==> src/rtl/clks_alot_p.sv <==
// Types and constants shared by the clks_alot generation and recovery paths.
package clks_alot_p;

  localparam int unsigned RATE_WIDTH_DEFAULT = 16;

  typedef struct packed {
    logic rising_edge;
    logic falling_edge;
    logic any_edge;
  } generated_events_s;

  typedef enum logic [1:0] {
    IDLE = 2'd0,
    HIGH = 2'd1,
    LOW  = 2'd2
  } gen_state_e;

endpackage

==> src/rtl/common_p.sv <==
// Shared clock-domain bundle used by every clks_alot block.
package common_p;

  typedef struct packed {
    logic clk;
    logic rst_n;
  } clk_dom_s;

endpackage

==> src/rtl/phase_counter.sv <==
// Loadable down-counter holding the cycles left in the current phase,
// counting the current cycle; saturates at 1 and never wraps.
module phase_counter #(
  parameter int unsigned WIDTH = 16
) (
  input  logic             clk,
  input  logic             rst_n,
  input  logic             clear,
  input  logic             load,
  input  logic [WIDTH-1:0] load_value,
  output logic [WIDTH-1:0] remaining,
  output logic             last_cycle
);

  logic [WIDTH-1:0] remaining_next;

  always_comb begin
    remaining_next = remaining;
    if (clear) begin
      remaining_next = '0;
    end else if (load) begin
      remaining_next = load_value;
    end else if (remaining > WIDTH'(1)) begin
      remaining_next = remaining - WIDTH'(1);
    end
  end

  // last_cycle is registered alongside the count so it is valid in the same cycle
  always_ff @(posedge clk or negedge rst_n) begin
    if (!rst_n) begin
      remaining  <= '0;
      last_cycle <= 1'b0;
    end else begin
      remaining  <= remaining_next;
      last_cycle <= (remaining_next == WIDTH'(1));
    end
  end

endmodule

==> src/rtl/clk_generation.sv <==
// Programmable high/low clock synthesizer emitting expected and preemptive
// edge events; all outputs are registered and valid in the cycle they describe.
module clk_generation
  import clks_alot_p::*;
#(
  parameter int unsigned RATE_WIDTH = clks_alot_p::RATE_WIDTH_DEFAULT
) (
  input  common_p::clk_dom_s     sys_dom_i,
  input  logic                   generation_en_i,
  input  logic                   clear_state_i,
  input  logic [RATE_WIDTH-1:0]  high_rate_i,
  input  logic [RATE_WIDTH-1:0]  low_rate_i,
  input  logic                   rate_update_i,
  input  logic [RATE_WIDTH-1:0]  preemptive_lead_i,
  output logic                   generated_clk_o,
  output generated_events_s      expected_clks_o,
  output generated_events_s      preemetive_clks_o,
  output logic                   active_o,
  output logic                   rate_error_o
);

  logic clk;
  logic rst_n;
  assign clk   = sys_dom_i.clk;
  assign rst_n = sys_dom_i.rst_n;

  gen_state_e state;
  gen_state_e state_next;

  logic [RATE_WIDTH-1:0] act_high;
  logic [RATE_WIDTH-1:0] act_low;
  logic [RATE_WIDTH-1:0] pend_high;
  logic [RATE_WIDTH-1:0] pend_low;
  logic                  pend_valid;

  logic [RATE_WIDTH-1:0] remaining;
  logic                  last_cycle;
  logic                  cnt_clear;
  logic                  cnt_load;
  logic [RATE_WIDTH-1:0] cnt_value;

  logic                  rate_ok;
  logic                  update_ok;
  logic [RATE_WIDTH-1:0] idle_high;
  logic [RATE_WIDTH-1:0] idle_low;
  logic [RATE_WIDTH-1:0] wrap_high;
  logic                  lead_hit;
  logic                  rise_next;
  logic                  first_rise_next;
  logic                  fall_next;
  generated_events_s     exp_next;
  generated_events_s     pre_next;

  phase_counter #(.WIDTH(RATE_WIDTH)) u_phase_counter (
    .clk        (clk),
    .rst_n      (rst_n),
    .clear      (cnt_clear),
    .load       (cnt_load),
    .load_value (cnt_value),
    .remaining  (remaining),
    .last_cycle (last_cycle)
  );

  // An update accepted while idle takes effect at once, so it may start the clock
  always_comb begin
    rate_ok   = (high_rate_i != '0) && (low_rate_i != '0);
    update_ok = rate_update_i && rate_ok;
    idle_high = update_ok ? high_rate_i : act_high;
    idle_low  = update_ok ? low_rate_i  : act_low;
    wrap_high = pend_valid ? pend_high : act_high;
  end

  always_ff @(posedge clk or negedge rst_n) begin
    if (!rst_n) begin
      state <= IDLE;
    end else begin
      state <= state_next;
    end
  end

  always_comb begin
    state_next = state;
    cnt_clear  = 1'b0;
    cnt_load   = 1'b0;
    cnt_value  = '0;
    if (clear_state_i) begin
      state_next = IDLE;
      cnt_clear  = 1'b1;
    end else begin
      case (state)
        IDLE: begin
          if (generation_en_i && (idle_high != '0) && (idle_low != '0)) begin
            state_next = HIGH;
            cnt_load   = 1'b1;
            cnt_value  = idle_high;
          end
        end
        HIGH: begin
          if (last_cycle) begin
            state_next = LOW;
            cnt_load   = 1'b1;
            cnt_value  = act_low;
          end
        end
        LOW: begin
          if (last_cycle) begin
            if (generation_en_i) begin
              state_next = HIGH;
              cnt_load   = 1'b1;
              cnt_value  = wrap_high;
            end else begin
              state_next = IDLE;
              cnt_clear  = 1'b1;
            end
          end
        end
        default: begin
          state_next = IDLE;
          cnt_clear  = 1'b1;
        end
      endcase
    end
  end

  // Pending rates apply when LOW ends; an update in that same cycle waits a period
  always_ff @(posedge clk or negedge rst_n) begin
    if (!rst_n) begin
      act_high   <= '0;
      act_low    <= '0;
      pend_high  <= '0;
      pend_low   <= '0;
      pend_valid <= 1'b0;
    end else if (clear_state_i) begin
      act_high   <= '0;
      act_low    <= '0;
      pend_high  <= '0;
      pend_low   <= '0;
      pend_valid <= 1'b0;
    end else begin
      if ((state == LOW) && last_cycle && pend_valid) begin
        act_high   <= pend_high;
        act_low    <= pend_low;
        pend_valid <= 1'b0;
      end
      if (update_ok) begin
        if (state == IDLE) begin
          act_high   <= high_rate_i;
          act_low    <= low_rate_i;
          pend_valid <= 1'b0;
        end else begin
          pend_high  <= high_rate_i;
          pend_low   <= low_rate_i;
          pend_valid <= 1'b1;
        end
      end
    end
  end

  // Preemptive hit is judged on the next-cycle count; a long lead clamps to phase start
  always_comb begin
    first_rise_next = (state == IDLE) && (state_next == HIGH);
    rise_next       = (state == LOW)  && (state_next == HIGH);
    fall_next       = (state == HIGH) && (state_next == LOW);
    lead_hit        = cnt_load ? (preemptive_lead_i >= cnt_value)
                               : ((remaining - RATE_WIDTH'(1)) == preemptive_lead_i);

    exp_next.rising_edge  = rise_next || first_rise_next;
    exp_next.falling_edge = fall_next;
    exp_next.any_edge     = rise_next || first_rise_next || fall_next;

    if (preemptive_lead_i == '0) begin
      pre_next.rising_edge  = rise_next;
      pre_next.falling_edge = fall_next;
    end else begin
      pre_next.rising_edge  = (state_next == LOW) && lead_hit && generation_en_i;
      pre_next.falling_edge = (state_next == HIGH) && lead_hit;
    end
    pre_next.any_edge = pre_next.rising_edge || pre_next.falling_edge;
  end

  always_ff @(posedge clk or negedge rst_n) begin
    if (!rst_n) begin
      generated_clk_o   <= 1'b0;
      expected_clks_o   <= '0;
      preemetive_clks_o <= '0;
      active_o          <= 1'b0;
      rate_error_o      <= 1'b0;
    end else begin
      generated_clk_o   <= (state_next == HIGH);
      expected_clks_o   <= exp_next;
      preemetive_clks_o <= pre_next;
      active_o          <= (state_next != IDLE);
      rate_error_o      <= !clear_state_i && rate_update_i && !rate_ok;
    end
  end

endmodule
==> config.mk <==
export PLATFORM = sky130hd
export DESIGN_NAME = clk_generation
export DESIGN_NICKNAME = d
export VERILOG_FILES = /design/src/rtl/clks_alot_p.sv /design/src/rtl/common_p.sv /design/src/rtl/phase_counter.sv /design/src/rtl/clk_generation.sv
export SDC_FILE = /design/constraint.sdc
export NUM_CORES = 1
export LEC_CHECK = 0
export CELL_PAD_IN_SITES_DETAIL_PLACEMENT = 1
export CELL_PAD_IN_SITES_GLOBAL_PLACEMENT = 2
export CORE_MARGIN = 2
export CORE_UTILIZATION = 33
export CTS_CLUSTER_SIZE = 20
export DETAILED_ROUTE_END_ITERATION = 10
export PLACE_DENSITY_LB_ADDON = 0.1
export SLEW_MARGIN = 5
export SYNTH_ARGS = -nofsm -noshare
export SYNTH_HDL_FRONTEND = slang
export SYNTH_SLANG_ARGS = --single-unit
==> constraint.sdc <==
create_clock -name sys_dom_i -period 3.5 [get_ports sys_dom_i]
set_input_delay 0.525 -clock sys_dom_i [delete_from_list [all_inputs] [get_ports sys_dom_i]]
set_output_delay 0.525 -clock sys_dom_i [all_outputs]
set_load 0.02 [all_outputs]
# Word level (Yosys, flattened, before mapping)

Cells that the tools add are included.

Flip-flop bits (word level): 93
Input port bits: 53
Output and inout port bits: 9
Logic and storage cells: 105

Add/sub/neg operators: 1
Magnitude comparators: 2
Eq/ne operators: 7
Muxes and demuxes: 48
Reduce and logical (&&, ||, !) cells: 30

Operators with widths:

| operator                | count |
|---|---|
| $mux W16                | 25 |
| $reduce_bool A16 Y1     | 4 |
| $pmux W16 S3            | 1 |
| $eq A16 B1 Y1 const B   | 1 |
| $eq A16 B16 Y1          | 1 |
| $ge A16 B16 Y1          | 1 |
| $gt A16 B1 Y1 const B   | 1 |
| $logic_not A16 Y1       | 1 |
| $sub A16 B1 Y16 const B | 1 |
| $logic_and A1 B1 Y1     | 14 |
| $mux W1                 | 14 |
| $mux W2                 | 5 |
| $pmux W2 S3             | 1 |
| $eq A2 B1 Y1 const B    | 2 |
| $eq A2 B2 Y1 const B    | 2 |
| $reduce_bool A2 Y1      | 2 |
| $logic_or A1 B1 Y1      | 3 |
| $pmux W1 S3             | 1 |
| $reduce_bool A3 Y1      | 1 |
| $logic_not A1 Y1        | 2 |
| $logic_not A2 Y1        | 1 |
| $ne A2 B2 Y1 const B    | 1 |
| $pmux W1 S2             | 1 |
| $reduce_and A2 Y1       | 1 |
| $reduce_or A2 Y1        | 1 |

# Logic depth before layout (Yosys ltp)

Depth after elaboration: 16
Mapped depth: 18
Gate-level depth less buffers: 16

# By module

Synthesis repeated with hierarchy kept, for this count alone.

Cells, all modules: 676
Area, all modules: 6160.9 sq um

Modules (own cells, without submodules):

| module         | times used | cells each | area an instance (sq um) | sequential area each (sq um) |
|---|---|---|---|---|
| clk_generation | 1          | 551        | 5031.1                   | 1901.8 |
| phase_counter  | 1          | 125        | 1129.8                   | 425.4 |

# Least setup slack after synthesis

No wires, ideal clock.

Path kind: in2reg
From: input low_rate_i[11]
To: register preemetive_clks_o[0] in the netlist's numbering
Setup time: 0.144 ns
Data arrival time: 3.279 ns
Required time: 3.356 ns
Setup slack: 0.077 ns
Stages: 14
Path buffers: 0
Cells stage by stage: nor4_1 > nand4_1 > nand3_1 > mux2_2 > a221oi_1 > nand2b_1 > ha_1 > a2111o_1 > a31oi_1 > o21ai_0 > a21oi_1 > nor3_1 > and3b_1 > o221ai_1

RTL lines:

| item                   | line                  | text |
|---|---|---|
| start: declaration     | clk_generation.sv:12  | `input logic [RATE_WIDTH-1:0] low_rate_i,` |
| end signal: assignment | clk_generation.sv:191 | `preemetive_clks_o <= pre_next;` |
| end: declaration       | clk_generation.sv:17  | `output generated_events_s preemetive_clks_o,` |

==> flow_summary.html <==
<table>
<tr><th>Metric</th><th>Value</th></tr>
<tr><th colspan="2">Outcome</th></tr>
<tr><td>Run status</td><td>complete, but fails checks</td></tr>
<tr><td>Violated checks</td><td>negative hold slack</td></tr>
<tr><th colspan="2">Clock tree</th></tr>
<tr><td>Clock slew at the register clock pins of the worst setup and hold paths</td><td>0.07 ns</td></tr>
<tr><td>TritonCTS clock tree</td><td>built</td></tr>
<tr><td>Clock network latency to the later pin of the worst-skew pair</td><td>0.36 ns</td></tr>
<tr><td>Number of hold-repair buffers added at the cts stage</td><td>0</td></tr>
<tr><th colspan="2">Detailed routing</th></tr>
<tr><td>Vias after detailed routing</td><td>5752</td></tr>
<tr><td>Met3 wire length</td><td>920 µm</td></tr>
<tr><td>DRC viols</td><td>0</td></tr>
<tr><td>Pre-Repair DR Iteration Count</td><td>4</td></tr>
<tr><td>Routed length per instance</td><td>22.6 µm</td></tr>
<tr><td>WL final</td><td>23100 µm</td></tr>
<tr><td>Vias per cell</td><td>5.65</td></tr>
<tr><td>Number of DRC violations after detailed-routing iteration 0</td><td>218</td></tr>
<tr><td>Remaining antenna violation count after routing</td><td>0</td></tr>
<tr><td>Met2 WL</td><td>12000 µm</td></tr>
<tr><td>Highest metal used</td><td>met4</td></tr>
<tr><td>Post-route met1 wirelength</td><td>9560 µm</td></tr>
<tr><th colspan="2">Logic synthesis</th></tr>
<tr><td>Summed instance area of the synthesized netlist</td><td>5780 µm²</td></tr>
<tr><td>Synthesized area per cell</td><td>9.67 µm²</td></tr>
<tr><td>Seq cells post-synth</td><td>93</td></tr>
<tr><td>Flip-flop cell with the highest count after synthesis</td><td>sky130_fd_sc_hd__dfrtp_1</td></tr>
<tr><td>Number of synthesized flops with an enable pin</td><td>0</td></tr>
<tr><td>Async S/R FF share, synth</td><td>1.00</td></tr>
<tr><td>Net count of the mapped netlist</td><td>669</td></tr>
<tr><td>Proportion of synthesized chip area in sequential cells</td><td>0.402</td></tr>
<tr><td>Post-synthesis instance total</td><td>598</td></tr>
<tr><td>Unique masters post-synth</td><td>57</td></tr>
<tr><td>Count of synthesis-stage warnings from yosys</td><td>0</td></tr>
<tr><th colspan="2">Floorplan</th></tr>
<tr><td>Die area</td><td>18600 µm²</td></tr>
<tr><td>Die Height</td><td>136 µm</td></tr>
<tr><td># rows</td><td>48</td></tr>
<tr><td>Top Ports</td><td>62</td></tr>
<tr><td>Core outline area</td><td>17200 µm²</td></tr>
<tr><td>Starting utilization of the core area</td><td>0.336</td></tr>
<tr><td>Die width</td><td>136 µm</td></tr>
<tr><th colspan="2">Finish</th></tr>
<tr><td>Total non-filler cell area in the finished layout</td><td>8410 µm²</td></tr>
<tr><td>Nets</td><td>853</td></tr>
<tr><td>Number of diodes added for antenna fixing</td><td>0</td></tr>
<tr><td>Area growth from synthesis to layout</td><td>45.3%</td></tr>
<tr><td>Most frequent cells in the layout</td><td>sky130_fd_sc_hd__buf_4, sky130_fd_sc_hd__dfrtp_1, sky130_fd_sc_hd__nor2_1</td></tr>
<tr><td>Leading cell type in the layout, fill and taps excluded</td><td>sky130_fd_sc_hd__buf_4</td></tr>
<tr><td>Layout cell share with drive strength beyond 1</td><td>0.284</td></tr>
<tr><th colspan="2">STA</th></tr>
<tr><td>Shortest period the worst path allows</td><td>3.49 ns</td></tr>
<tr><td>Ratio of final minimum period to clock period</td><td>0.999</td></tr>
<tr><td>Max Clock Freq</td><td>286 MHz</td></tr>
<tr><td>Worst-Margin Slew</td><td>0.556 ns</td></tr>
<tr><td>Relative max-transition margin</td><td>0.624</td></tr>
<tr><td>Count of pins over their slew limit</td><td>0</td></tr>
<tr><td>Hold violation count in the final report</td><td>93</td></tr>
<tr><td>Worst-case clock skew</td><td>0.00903 ns</td></tr>
<tr><td>Total setup violations reported at the end of the flow</td><td>0</td></tr>
<tr><td>Worst hold margin</td><td>-0.328 ns</td></tr>
<tr><td>Unrepaired setup endpoints after global routing</td><td>true</td></tr>
<tr><th colspan="2">Power and ir drop</th></tr>
<tr><td>Leakage power of the design</td><td>3.90 nW</td></tr>
<tr><td>Max rail drop VDD</td><td>0.312 mV</td></tr>
<tr><td>Areal power density over the cells</td><td>662 nW/µm²</td></tr>
<tr><td>Total power consumption of the routed design</td><td>5.57 mW</td></tr>
<tr><th colspan="2">Worst setup path</th></tr>
<tr><td>WP data arrival</td><td>3.71 ns</td></tr>
<tr><td>Crit-path cells</td><td>buf_6, nor4_4, buf_4, nand4_1, nand3_2, mux2_4, a221oi_4, nand2b_4, ha_4, a2111o_1, a31oi_1, o21ai_1, a21oi_1, nor3_2, nor2b_1, o221ai_1</td></tr>
<tr><td>Library cell contributing the largest single delay on the critical path</td><td>sky130_fd_sc_hd__a2111o_1</td></tr>
<tr><td>Flop2flop setup slack</td><td>0.04 ns</td></tr>
<tr><td>Max incr delay on CP</td><td>0.41 ns</td></tr>
<tr><td>Worst setup EP type</td><td>register</td></tr>
<tr><td>Largest fanout on the critical path</td><td>3</td></tr>
<tr><td>Crit start category</td><td>input pin</td></tr>
<tr><td>Required arrival time at the worst endpoint</td><td>3.72 ns</td></tr>
<tr><td>Category of the critical setup timing path</td><td>input pin to register</td></tr>
<tr><th colspan="2">Placed design</th></tr>
<tr><td>Final weighted congestion in routability-driven placement</td><td>0.857</td></tr>
<tr><td>Standard cell area after detailed placement</td><td>7600 µm²</td></tr>
<tr><td>Count of buffers inserted at the top-level ports</td><td>60</td></tr>
<tr><td>Detailed Place HPWL</td><td>15900 µm</td></tr>
<tr><th colspan="2">Global routing</th></tr>
<tr><td>Pin count of the biggest net entering global routing</td><td>65</td></tr>
<tr><td>Wire length of the first global-routing pass</td><td>35800 µm</td></tr>
<tr><td>Aggregate global-route resource usage</td><td>0.265</td></tr>
<tr><td>Via count of the first global-routing pass</td><td>6577</td></tr>
<tr><td>Total congestion overflow after global routing</td><td>0</td></tr>
<tr><td>Antenna violations before repair</td><td>0</td></tr>
<tr><th colspan="2">Flow run</th></tr>
<tr><td>Reported max-cap violation count</td><td>0</td></tr>
<tr><th colspan="2">Worst hold path</th></tr>
<tr><td>Worst min-delay path class</td><td>clock port to asynchronous set/reset pin</td></tr>
</table>
-- worst max-delay path: cells and delay by family --
kind	cells	cell delay (ns)
buffers and inverters	2	0.27
multiplexers	1	0.32
AND/OR/NAND/NOR	6	1.15
AO/OA/AOI/OAI	6	1.22
adder cells (fa/ha/maj)	1	0.20
-- path summary, 6_finish.rpt --
check	cells after the start	endpoint	from
min in group sys_dom_i	3	pend_low[0]	low_rate_i[0]
max	16	preemetive_clks_o[0]	low_rate_i[0]
min reg2reg	1	pend_low[14]	pend_low[14]
max in group asynchronous	2	pend_low[2]	sys_dom_i[0]
max reg2reg	15	preemetive_clks_o[0]	act_low[11]
min	2	pend_high[0]	sys_dom_i[0]
-- kinds of logic after synthesis --
| kind of cell | count (synthesis) | share of synthesized area |
|---|---|---|
| AO/OA/AOI/OAI | 170 | 0.203 |
| flip-flops | 93 | 0.402 |
| multiplexers | 61 | 0.107 |
| AND/OR/NAND/NOR | 177 | 0.157 |
| adder cells (fa/ha/maj) | 18 | 0.0389 |
| buffers and inverters | 48 | 0.0344 |
| XOR/XNOR | 31 | 0.0567 |
-- timing repair --
item,CTS,global route
setup endpoints to repair,4,3
pin swaps,21,21
resized for setup,73,44
buffers inserted,7,1
-- sequential cells by signal, summed over array words and instances, names as in the netlist --
| signal | cells |
|---|---|
| rate_error_o | 1 |
| state | 2 |
| active_o | 1 |
| generated_clk_o | 1 |
| pend_valid | 1 |
| u_phase_counter.last_cycle | 1 |
| pend_high | 16 |
| u_phase_counter.remaining | 16 |
| preemetive_clks_o | 3 |
| act_low | 16 |
| act_high | 16 |
| pend_low | 16 |
| expected_clks_o | 3 |
-- routing by layer --
layer / GRT usage / up-vias
met1: 0.286 / 2931
met3: 0.0861 / 42
li1: - / 2637
met4: 0.171 / 0
met2: 0.446 / 142
met5: 0 / -
-- Yosys cell counts (2+ instances only) --
cell type,number,area share
sky130_fd_sc_hd__o21a_1,3,0.0039
sky130_fd_sc_hd__nand2b_1,7,0.0076
sky130_fd_sc_hd__buf_1,2,0.0013
sky130_fd_sc_hd__a221oi_1,3,0.0045
sky130_fd_sc_hd__o2111ai_1,4,0.0061
sky130_fd_sc_hd__o22ai_1,3,0.0032
sky130_fd_sc_hd__nand3_1,12,0.010
sky130_fd_sc_hd__and3_1,2,0.0022
sky130_fd_sc_hd__nand4_1,13,0.014
sky130_fd_sc_hd__mux2_2,6,0.012
sky130_fd_sc_hd__or3_1,7,0.0076
sky130_fd_sc_hd__clkbuf_1,30,0.019
sky130_fd_sc_hd__o21ai_0,36,0.031
sky130_fd_sc_hd__a32oi_1,2,0.0030
sky130_fd_sc_hd__buf_6,2,0.0039
sky130_fd_sc_hd__a41oi_1,2,0.0030
sky130_fd_sc_hd__ha_1,18,0.039
sky130_fd_sc_hd__nor3_1,6,0.0052
sky130_fd_sc_hd__mux2_1,2,0.0039
sky130_fd_sc_hd__nor2b_1,6,0.0065
sky130_fd_sc_hd__a21o_1,8,0.010
sky130_fd_sc_hd__a211oi_1,34,0.044
sky130_fd_sc_hd__mux2i_1,53,0.092
sky130_fd_sc_hd__xnor2_1,18,0.027
sky130_fd_sc_hd__xnor3_1,3,0.012
sky130_fd_sc_hd__o211ai_1,6,0.0078
sky130_fd_sc_hd__nor2_1,57,0.037
sky130_fd_sc_hd__nor3b_1,3,0.0039
sky130_fd_sc_hd__dfrtp_1,93,0.40
sky130_fd_sc_hd__nand3b_1,2,0.0026
sky130_fd_sc_hd__nor4_1,25,0.027
sky130_fd_sc_hd__nand2_1,26,0.017
sky130_fd_sc_hd__inv_1,10,0.0065
sky130_fd_sc_hd__a21oi_1,27,0.023
sky130_fd_sc_hd__buf_2,3,0.0026
sky130_fd_sc_hd__and3b_1,2,0.0030
sky130_fd_sc_hd__a22o_1,33,0.050
sky130_fd_sc_hd__xor2_1,9,0.014
sky130_fd_sc_hd__and2_1,2,0.0022
-- final cells by class --
| cell class | count | area, µm² |
|---|---|---|
| clock buffer | 19 | 464 |
| clock inverter | 12 | 138 |
| fill | 1918 | 8830 |
| inverter | 11 | 41.3 |
| multi-input combinational | 457 | 3490 |
| sequential | 93 | 2330 |
| tap | 225 | 282 |
| timing repair buffer | 201 | 1660 |
-- report_power, final --
part	switching [mW]	leakage [nW]	internal, mW
clock network	1.07	0.300	1.14
registers	0.176	1.25	1.15
logic	1.08	2.35	0.953
total	2.33	3.90	3.24
-- through the flow --
step,instances,worst slack (ns),util,TNS (ns)
3_3_place_gp,981,-1.04,0.441,-3.76
4_1_cts,1017,0.00576,0.485,0
6_report,1018,0.00517,0.488,0
3_5_place_dp,981,-1.10,0.441,-4.07
2_1_floorplan,598,0.0767,-,0
5_1_grt,1018,-0.165,0.488,-0.424
No activity file was read; power rests on OpenSTA's default activity.
==> RTL edit: new RTL, config.mk and constraints unchanged <==
Make the reset (`rst_n`) synchronous in 4 clocked blocks.
--- a/src/rtl/phase_counter.sv
+++ b/src/rtl/phase_counter.sv
@@ -26,7 +26,7 @@
   end
 
   // last_cycle is registered alongside the count so it is valid in the same cycle
-  always_ff @(posedge clk or negedge rst_n) begin
+  always_ff @(posedge clk) begin
     if (!rst_n) begin
       remaining  <= '0;
       last_cycle <= 1'b0;
--- a/src/rtl/clk_generation.sv
+++ b/src/rtl/clk_generation.sv
@@ -70,7 +70,7 @@
     wrap_high = pend_valid ? pend_high : act_high;
   end
 
-  always_ff @(posedge clk or negedge rst_n) begin
+  always_ff @(posedge clk) begin
     if (!rst_n) begin
       state <= IDLE;
     end else begin
@@ -123,7 +123,7 @@
   end
 
   // Pending rates apply when LOW ends; an update in that same cycle waits a period
-  always_ff @(posedge clk or negedge rst_n) begin
+  always_ff @(posedge clk) begin
     if (!rst_n) begin
       act_high   <= '0;
       act_low    <= '0;
@@ -178,7 +178,7 @@
     pre_next.any_edge = pre_next.rising_edge || pre_next.falling_edge;
   end
 
-  always_ff @(posedge clk or negedge rst_n) begin
+  always_ff @(posedge clk) begin
     if (!rst_n) begin
       generated_clk_o   <= 1'b0;
       expected_clks_o   <= '0;
Formal check against the unedited RTL: not equivalent (a bounded check fails within 4 cycles, from zero or initial values; the reset may be asserted at any time).
==> RTL edit against the original RTL <==
- the flow finishes with violations (negative setup slack)
- fmax decreased by 7.3%
- worst setup slack got worse by 0.28 ns
- die area decreased by 2.7%
- sequential share of layout area decreased by 8.0 points
- first-iteration DRC count increased by 71%
- combinational power increased by 84%
- sequential cell count unchanged
- area after synthesis decreased by 2.8%
- power increased by 46%
- clock power increased by 23%
- global-route usage increased by 6.2 points
- design area increased by 13%
- routed wire length increased by 20%
- hold slack improved by 0.78 ns
==> RTL edit: results (changes against the original RTL) <==
final_cells: 1131  # +11%
fin_ws_ns: -0.272  # -0.277 ns
synth.top_cells.by_area: "dfxtp_1 33%, mux2i_1 17%, nor2_1 6.7%"
synthXorXnorAreaFrac_pct: 5.16  # -0.51 points
synth_cell_types: 60  # +5.3%
postPlaceCellArea_mm2: 0.00719  # -5.4%
p_int_mw: 4.56  # +41%
drive_above_1_share_pct: 34.5  # +6.1 points
setup_viol: 4  # +4
ir_drop_mv: 0.403  # +29%
globalplace.congestion: 0.822  # -4.2%
cts_resized: 173  # +140%
postCtsSetupBuffers: 33  # +26
dp.cells: 1016  # +3.6%
synthArstFlopShare_pct: 0  # -100 points
avgSynthCellArea_um2: 8.42  # -13%
min_path_type: "clk2reg"
finalClockSkew_ns: 0.0114  # +0.00240 ns
p_leak_nw: 4.19  # +7.4%
status: "finished with violations"
syn_nets: 739  # +10%
clkPwrFrac_pct: 33.5  # -6.2 points
netlist_top_cells_count: "101 x nor2_1, 95 x mux2i_1, 93 x dfxtp_1"
muxShareOfSynthArea_pct: 17.1  # +6.4 points
vias: 6564  # +14%
worstMarginPinSlew_ns: 0.771  # +0.216 ns
grt_max_degree: 31  # -52%
seq_area_frac_synth_pct: 33.1  # -7.1 points
track_usage_pct: 32.7  # +6.2 points
synth_compound_area_share_pct: 15.4  # -5.0 points
core_area_mm2: 0.0166  # -3.4%
comb_power_share_pct: 46.2  # +9.7 points
worstPathArrival_ns: 4.03  # +0.32 ns
final.setup.tns_ns: -0.690  # -0.690 ns
nNetsFinal: 962  # +13%
power.switching_mw: 3.54  # +52%
first_global_vias: 7972  # +21%
wl_per_cell_um: 24.5  # +8.2%
first_iter_violations: 373  # +71%
grt_pass1_wl_um: 41800  # +17%
synth_ff_type: "dfxtp_1"
synth_adder_area_share_pct: 4.00  # +0.11 points
violations: "negative setup slack"
## RTL edit: cell count changes in the layout (fill, tap and decap cells not counted), sizes merged, moves of 6 or more
cell    before  now
a21o         8    1
a22o        33    0
buf        145  168
clkbuf      30   62
dfrtp       93    0
dfxtp        0   93
mux2         8    1
mux2i       53   95
nand2       26   42
nor2        58  102
o21ai       38   45
xor2         9   15
## RTL edit: metal layers
layer / up-vias / global-route usage (%) / wire (µm)
met5: - / 0.278 / 0
met3: 138 / 18.2 / 1840
met1: 3182 / 30.9 / 10400
li1: 2910 / - / -
met2: 334 / 47.9 / 13600
met4: 0 / 35.3 / 1810
## RTL edit: worst paths after layout
| path | start | end | slack [ns] | depth (start not counted) |
|---|---|---|---|---|
| setup / recovery | low_rate_i[11] | preemetive_clks_o[0] | -0.27 | 19 |
| hold reg to reg | pend_low[14] | pend_low[14] | 0.50 | 2 |
| setup reg to reg | state[1] | preemetive_clks_o[0] | -0.05 | 13 |
| hold / removal | sys_dom_i[0] | pend_high[1] | 0.45 | 6 |
## RTL edit: final cells by class
cell class	instances	area [µm²]
Clock buffer	59	1310
Clock inverter	18	165
Sequential cell	93	1860
Fill cell	1862	7170
Multi-Input combinational cell	521	4000
Timing Repair Buffer	211	1830
Inverter	9	33.8
Tap cell	220	275
## RTL edit: worst max-delay path: stages
cell	delay, ns
buf_6	0.10
nor4_4	0.30
buf_4	0.16
nand4_1	0.22
nand3_2	0.22
buf_6	0.12
mux2_4	0.29
a221oi_2	0.24
buf_4	0.15
nor2b_1	0.04
ha_1	0.33
nor2_2	0.17
a21oi_2	0.09
nor3_2	0.23
o21ai_2	0.10
a211oi_2	0.28
or3_4	0.19
o2111a_1	0.21
a31oi_1	0.06
